**src/rtl/cmd_slot_arbiter.sv**
```systemverilog
`default_nettype none
// ============================================================================
//  Module   : cmd_slot_arbiter
//  Purpose  : Two-requester arbiter feeding the registered DDR5 command slot.
//             Batches commands from one source, inserts a turnaround bubble
//             on source switch, and force-switches a starved requester.
//  Options  : ARB_STATS_EN adds grant_cnt_a / grant_cnt_b / switch_cnt.
//  Revision : 1.0 - initial release
// ============================================================================
module cmd_slot_arbiter #(
    parameter int CMD_W        = 32,
    parameter int TA_CYCLES    = 2,
    parameter int STARVE_LIMIT = 8,
    parameter int CNT_W        = 4
) (
    input  logic             clk,
    input  logic             rst,
    input  logic             a_valid,
    input  logic [CMD_W-1:0] a_cmd,
    output logic             a_ready,
    input  logic             b_valid,
    input  logic [CMD_W-1:0] b_cmd,
    output logic             b_ready,
    output logic             out_valid,
    output logic [CMD_W-1:0] out_cmd,
    output logic             out_src,
    input  logic             stall,
    output logic             cong
`ifdef ARB_STATS_EN
    ,
    output logic [15:0]      grant_cnt_a,
    output logic [15:0]      grant_cnt_b,
    output logic [15:0]      switch_cnt
`endif
);

    typedef enum logic [1:0] {
        ST_IDLE  = 2'd0,
        ST_SERVE = 2'd1,
        ST_TURN  = 2'd2
    } state_t;

    // The decision cycle is itself the first bubble cycle, so TURN covers the rest.
    localparam logic [CNT_W-1:0] C_TA_REM  = CNT_W'((TA_CYCLES > 0) ? (TA_CYCLES - 1) : 0);
    localparam logic [CNT_W-1:0] C_STARVE  = CNT_W'(STARVE_LIMIT);
    localparam logic [CNT_W-1:0] C_CNT_MAX = {CNT_W{1'b1}};

    state_t             state_q, state_d;
    logic               cur_src_q, cur_src_d;
    logic [CNT_W-1:0]   starve_cnt_q, starve_cnt_d;
    logic [CNT_W-1:0]   ta_cnt_q, ta_cnt_d;
    logic               out_valid_q, out_valid_d;
    logic [CMD_W-1:0]   out_cmd_q, out_cmd_d;
    logic               out_src_q, out_src_d;

    logic w_slot_free, w_owner_valid, w_other_valid, w_want_switch;
    logic w_a_grant, w_b_grant, w_switch_evt, w_a_xfer, w_b_xfer;

    assign w_slot_free   = !out_valid_q || !stall;
    assign w_owner_valid = cur_src_q ? b_valid : a_valid;
    assign w_other_valid = cur_src_q ? a_valid : b_valid;
    assign w_want_switch = w_other_valid && (!w_owner_valid || (starve_cnt_q >= C_STARVE));

    // Arbitration FSM: next state, counters and grants.
    always_comb begin
        state_d      = state_q;
        cur_src_d    = cur_src_q;
        starve_cnt_d = starve_cnt_q;
        ta_cnt_d     = ta_cnt_q;
        w_a_grant    = 1'b0;
        w_b_grant    = 1'b0;
        w_switch_evt = 1'b0;
        case (state_q)
            ST_IDLE: begin
                if (w_slot_free && (a_valid || b_valid)) begin
                    state_d   = ST_SERVE;
                    cur_src_d = !a_valid;
                    w_a_grant = a_valid;
                    w_b_grant = !a_valid;
                end
            end
            ST_SERVE: begin
                if (w_other_valid) begin
                    starve_cnt_d = (starve_cnt_q != C_CNT_MAX) ? starve_cnt_q + 1'b1 : starve_cnt_q;
                end else begin
                    starve_cnt_d = '0;
                end
                if (w_want_switch && w_slot_free) begin
                    w_switch_evt = 1'b1;
                    starve_cnt_d = '0;
                    if (TA_CYCLES == 0) begin
                        // Hand over immediately: the new owner is granted this cycle.
                        cur_src_d = !cur_src_q;
                        w_a_grant = cur_src_q;
                        w_b_grant = !cur_src_q;
                    end else if (TA_CYCLES == 1) begin
                        cur_src_d = !cur_src_q;
                    end else begin
                        state_d  = ST_TURN;
                        ta_cnt_d = C_TA_REM;
                    end
                end else if (w_slot_free && !w_want_switch) begin
                    w_a_grant = !cur_src_q;
                    w_b_grant = cur_src_q;
                end
            end
            ST_TURN: begin
                if (ta_cnt_q <= 1) begin
                    ta_cnt_d  = '0;
                    cur_src_d = !cur_src_q;
                    state_d   = ST_SERVE;
                end else begin
                    ta_cnt_d = ta_cnt_q - 1'b1;
                end
            end
            default: state_d = ST_IDLE;
        endcase
    end

    assign a_ready  = w_a_grant && !rst;
    assign b_ready  = w_b_grant && !rst;
    assign w_a_xfer = a_valid && a_ready;
    assign w_b_xfer = b_valid && b_ready;

    // Command slot: load on transfer, hold while stalled, empty when drained.
    always_comb begin
        out_valid_d = out_valid_q;
        out_cmd_d   = out_cmd_q;
        out_src_d   = out_src_q;
        if (w_a_xfer) begin
            out_valid_d = 1'b1;
            out_cmd_d   = a_cmd;
            out_src_d   = 1'b0;
        end else if (w_b_xfer) begin
            out_valid_d = 1'b1;
            out_cmd_d   = b_cmd;
            out_src_d   = 1'b1;
        end else if (w_slot_free) begin
            out_valid_d = 1'b0;
        end
    end

    // State and slot registers.
    always_ff @(posedge clk) begin
        if (rst) begin
            state_q      <= ST_IDLE;
            cur_src_q    <= 1'b0;
            starve_cnt_q <= '0;
            ta_cnt_q     <= '0;
            out_valid_q  <= 1'b0;
            out_cmd_q    <= '0;
            out_src_q    <= 1'b0;
        end else begin
            state_q      <= state_d;
            cur_src_q    <= cur_src_d;
            starve_cnt_q <= starve_cnt_d;
            ta_cnt_q     <= ta_cnt_d;
            out_valid_q  <= out_valid_d;
            out_cmd_q    <= out_cmd_d;
            out_src_q    <= out_src_d;
        end
    end

    assign out_valid = out_valid_q;
    assign out_cmd   = out_cmd_q;
    assign out_src   = out_src_q;
    assign cong      = out_valid_q && stall;

`ifdef ARB_STATS_EN
    logic [15:0] grant_cnt_a_q, grant_cnt_a_d;
    logic [15:0] grant_cnt_b_q, grant_cnt_b_d;
    logic [15:0] switch_cnt_q, switch_cnt_d;

    // Statistics counters, wrapping modulo 2^16.
    always_comb begin
        grant_cnt_a_d = grant_cnt_a_q + {15'd0, w_a_xfer};
        grant_cnt_b_d = grant_cnt_b_q + {15'd0, w_b_xfer};
        switch_cnt_d  = switch_cnt_q + {15'd0, w_switch_evt};
    end

    // Statistics registers.
    always_ff @(posedge clk) begin
        if (rst) begin
            grant_cnt_a_q <= '0;
            grant_cnt_b_q <= '0;
            switch_cnt_q  <= '0;
        end else begin
            grant_cnt_a_q <= grant_cnt_a_d;
            grant_cnt_b_q <= grant_cnt_b_d;
            switch_cnt_q  <= switch_cnt_d;
        end
    end

    assign grant_cnt_a = grant_cnt_a_q;
    assign grant_cnt_b = grant_cnt_b_q;
    assign switch_cnt  = switch_cnt_q;
`else
    logic w_unused_switch;
    assign w_unused_switch = w_switch_evt;
`endif

endmodule
`default_nettype wire

```
**config.mk**
```make
export PLATFORM = sky130hd
export DESIGN_NAME = cmd_slot_arbiter
export DESIGN_NICKNAME = d
export VERILOG_FILES = /design/src/rtl/cmd_slot_arbiter.sv
export SDC_FILE = /design/constraint.sdc
export NUM_CORES = 1
export LEC_CHECK = 0
export BUFFER_PORTS_ARGS = -buffer_cell sky130_fd_sc_hd__buf_2
export CAP_MARGIN = 20
export CORE_UTILIZATION = 30
export CTS_CLUSTER_SIZE = 10
export DETAILED_ROUTE_END_ITERATION = 6
export SLEW_MARGIN = 15
export SYNTH_ARGS = -nofsm -noshare
export SYNTH_HDL_FRONTEND = slang
export SYNTH_SLANG_ARGS = --single-unit
export TNS_END_PERCENT = 5
```
**constraint.sdc**
```tcl
create_clock -name clk -period 2.05 [get_ports clk]
set_input_delay 0.3075 -clock clk [delete_from_list [all_inputs] [get_ports clk]]
set_output_delay 0.3075 -clock clk [all_outputs]
set_load 0.01 [all_outputs]
```
==> summary.md <==
| Metric | Value |
|---|---|
| Ys async rst share | `0` |
| Die Wd | `90.9 um` |
| Fin. Hold Viols | `0` |
| Mapped Nets | `355` |
| Worst-skew pair later-pin latency | `0.29 ns` |
| Worst Hold End | `out_cmd[23]` |
| Post-cts resize count | `0` |
| Drt wl/cell | `14.3 um` |
| Syn Std Cell Area | `2370 um^2` |
| Die H | `90.9 um` |
| DR vias/cell | `5.29` |
| Leakage power | `0.00128 uW` |
| Post-synth top area share | `0.380` |
| Final RePlAce weighted congestion | `0.783` |
| Post-Route WL | `6910 um` |
| Worst path required time | `2.28 ns` |
| Number of clock sinks | `45` |
| DP HPWL | `4850 um` |
| Worst reg2reg path startpoint | `ta_cnt_q[0]` |
| Pwr/cell area | `679 nW/um^2` |
| TritonCTS clock tree | `built` |
| Commonest non-fill, non-tap cell in the layout | `buf_2` |
| Max Clk Rate | `539 MHz` |
| Seq/Total Area, Yosys | `0.380` |
| Worst vdd ir | `260 uV` |
| Relative slew margins | `0.689` |
| End of the worst register-to-register path | `ta_cnt_q[3]` |
| Max clock buf depth | `2` |
| Setup TNS Final | `0 ns` |
| Crit path kind | `reg2reg` |
| Initial Utilization | `0.309` |
| Hold_buf cts | `0` |
| Crit-path cells | `inv_1 > ha_1 > or2_2 > and2_1 > or4_1 > a31oi_1` |
| Antenna violations before repair | `0` |
| Tmin final | `1.86 ns` |
| Worst setup EP type | `flip-flop` |
| Total GRT Usage | `0.165` |
| Flop2flop setup slack | `0.19 ns` |
| YS warnings | `0` |
| Top cells by area in the synthesized netlist | `dfxtp_1, a21oi_1, a32oi_1` |
| Post-CTS Setup Repair Bufs | `0` |
| Core Footprint | `7690 um^2` |
| RSZ-0062 raised after global routing | `false` |
| Worst Hold Depth | `2` |
| Final nets | `453` |
| Slowest CP cell | `or4_1` |
| Die area | `8270 um^2` |
| Worst slack at placement | `0.197 ns` |
| Num CTS Buffers | `5` |
| Mean Syn Cell Area | `8.41 um^2` |
| Detailed Routing Iterations Pass 1 | `4` |
| Clk slew on worst S/H paths | `0.08 ns` |
| Slew Viols, Final | `0` |
| Number of global-route vias before repair | `2339` |
| Mapped Cells | `282` |
| Most frequent cells in the layout | `buf_2, a21oi_1, dfxtp_1, o21ai_0, a32oi_1` |
| Final setup viols | `0` |
| Final worst setup slack | `0.195 ns` |
| Port buffer count | `105` |
| CP peak stage delay | `0.47 ns` |
| Top_reg_cell synth | `dfxtp_1` |
| # Max-Cap Violations | `0` |
| First-pass GRT wire length | `11100 um` |
| Site row count | `32` |
| Num ports | `106` |
| Final ANT Viol Nets | `0` |
| Area delta synth->final | `31.4%` |
| DRC viols | `0` |
| Hold Startpoint | `a_cmd[23]` |
| Setup crit start kind | `flip-flop` |
| Share of layout cells above drive strength 1 | `0.358` |
| Pin count of the biggest net entering global routing | `40` |
| Multi-input combinational cell area | `1300 um^2` |
| Status | `complete, no violations` |
| Register Area | `901 um^2` |
| Worst Skew | `0.00229 ns` |
| Number of synthesized flops with an enable pin | `0` |
| Fillers | `821` |
| Worst slew pin tran | `0.466 ns` |
| Post-synthesis register bit count | `45` |
| CP Max Fanout | `5` |
| Yosys top cell by area | `dfxtp_1` |
| Worst r2r path cells | `6` |
| Clk root buf | `clkbuf_8` |
| # diodes | `0` |
| Worst Path Arrival | `2.08 ns` |
| Overall via count from detail_route | `2551` |
| Final period util | `0.905` |
| Iter 0 DRT Violations | `129` |
| Synth unique cells | `46` |
| Worst min path class | `in2reg` |
| Grt total ovfl | `0` |
| CTS H-tree lvls | `2` |
==> cell usage after synthesis (2+ instances only) <==
library cell	n
nor2_1	9
clkbuf_1	15
dfxtp_1	45
a31oi_1	5
nand2_1	6
buf_6	4
or2_2	3
or3_1	3
buf_2	4
nor2b_1	4
nand3_1	5
a32oi_1	31
nor3_1	2
a221o_1	3
o21ai_0	31
inv_1	11
a211oi_1	2
ha_1	4
a2111oi_0	3
mux2i_1	2
a21oi_1	62
buf_4	3
o21a_1	2
==> power breakdown <==
part	switching, uW	internal (uW)	leakage, uW	total, uW
clock	301	268	0.0000443	570
combinational	323	244	0.000872	566
sequential	42.5	939	0.000367	982
==> worst max-delay path by stage <==
| stage | startpoint | to | slack (ns) | cells after the start |
|---|---|---|---|---|
| finish | ta_cnt_q[0] | ta_cnt_q[3] | 0.19 | 6 |
| global route | state_q[0] | out_cmd[9] | 0.08 | 5 |
| CTS | ta_cnt_q[0] | ta_cnt_q[3] | 0.18 | 6 |
| detailed placement | stall | out_cmd[7] | 0.20 | 7 |
| global placement | stall | out_cmd[31] | 0.23 | 6 |
| floorplan | ta_cnt_q[0] | ta_cnt_q[3] | 0.30 | 6 |
==> registers in the layout, indices dropped and copies added, names as in the netlist <==
name / flops
out_cmd: 32
out_src: 1
out_valid: 1
ta_cnt_q: 4
cur_src_q: 1
state_q: 2
starve_cnt_q: 4
==> cells by family (layout without fill, tap and decap cells) <==
logic type      Yosys count  count (layout)  synth area share
compound gates          150             150             0.403
xor+xnor                  1               1           0.00369
buf+inv                  39             137            0.0817
fa+ha+maj                 4               4            0.0211
flops                    45              45             0.380
mux                       3               3            0.0132
simple gates             40              40            0.0971
==> critical path: cells and delay by family, from the launching register on <==
| kind | cells | cell delay, ns |
|---|---|---|
| AND/OR/NAND/NOR | 3 | 0.97 |
| adder cells (fa/ha/maj) | 1 | 0.21 |
| flip-flops | 1 | 0.39 |
| AO/OA/AOI/OAI | 1 | 0.16 |
| buffers and inverters | 1 | 0.06 |
==> routing by layer <==
metal,GRT usage,share of wire,vias to the layer above
li1,-,-,1280
met1,0.206,0.44,1192
met2,0.281,0.49,71
met3,0.0370,0.055,8
met4,0.0489,0.013,0
met5,0,0,-
==> area by class of cell <==
class | instances | share of cell area
Inverter | 12 | 0.0145
Timing Repair Buffer | 118 | 0.212
Sequential cell | 45 | 0.289
Tap cell | 102 | 0.0409
Clock buffer | 7 | 0.0277
Multi-Input combinational cell | 198 | 0.416
==> metrics by stage <==
step           total power [uW]  area (um^2)  std cells  utilization  hold WS (ns)
6_report                   2120         3120        482        0.405         0.228
5_1_grt                    2240         3120        482        0.405         0.232
4_1_cts                    2140         3120        482        0.405         0.222
3_5_place_dp               1570         3030        475        0.394         0.448
3_3_place_gp               1560         3030        475        0.394         0.447
2_1_floorplan              1340         2370        282            -         0.446
Power figures use the tool's default switching activity.
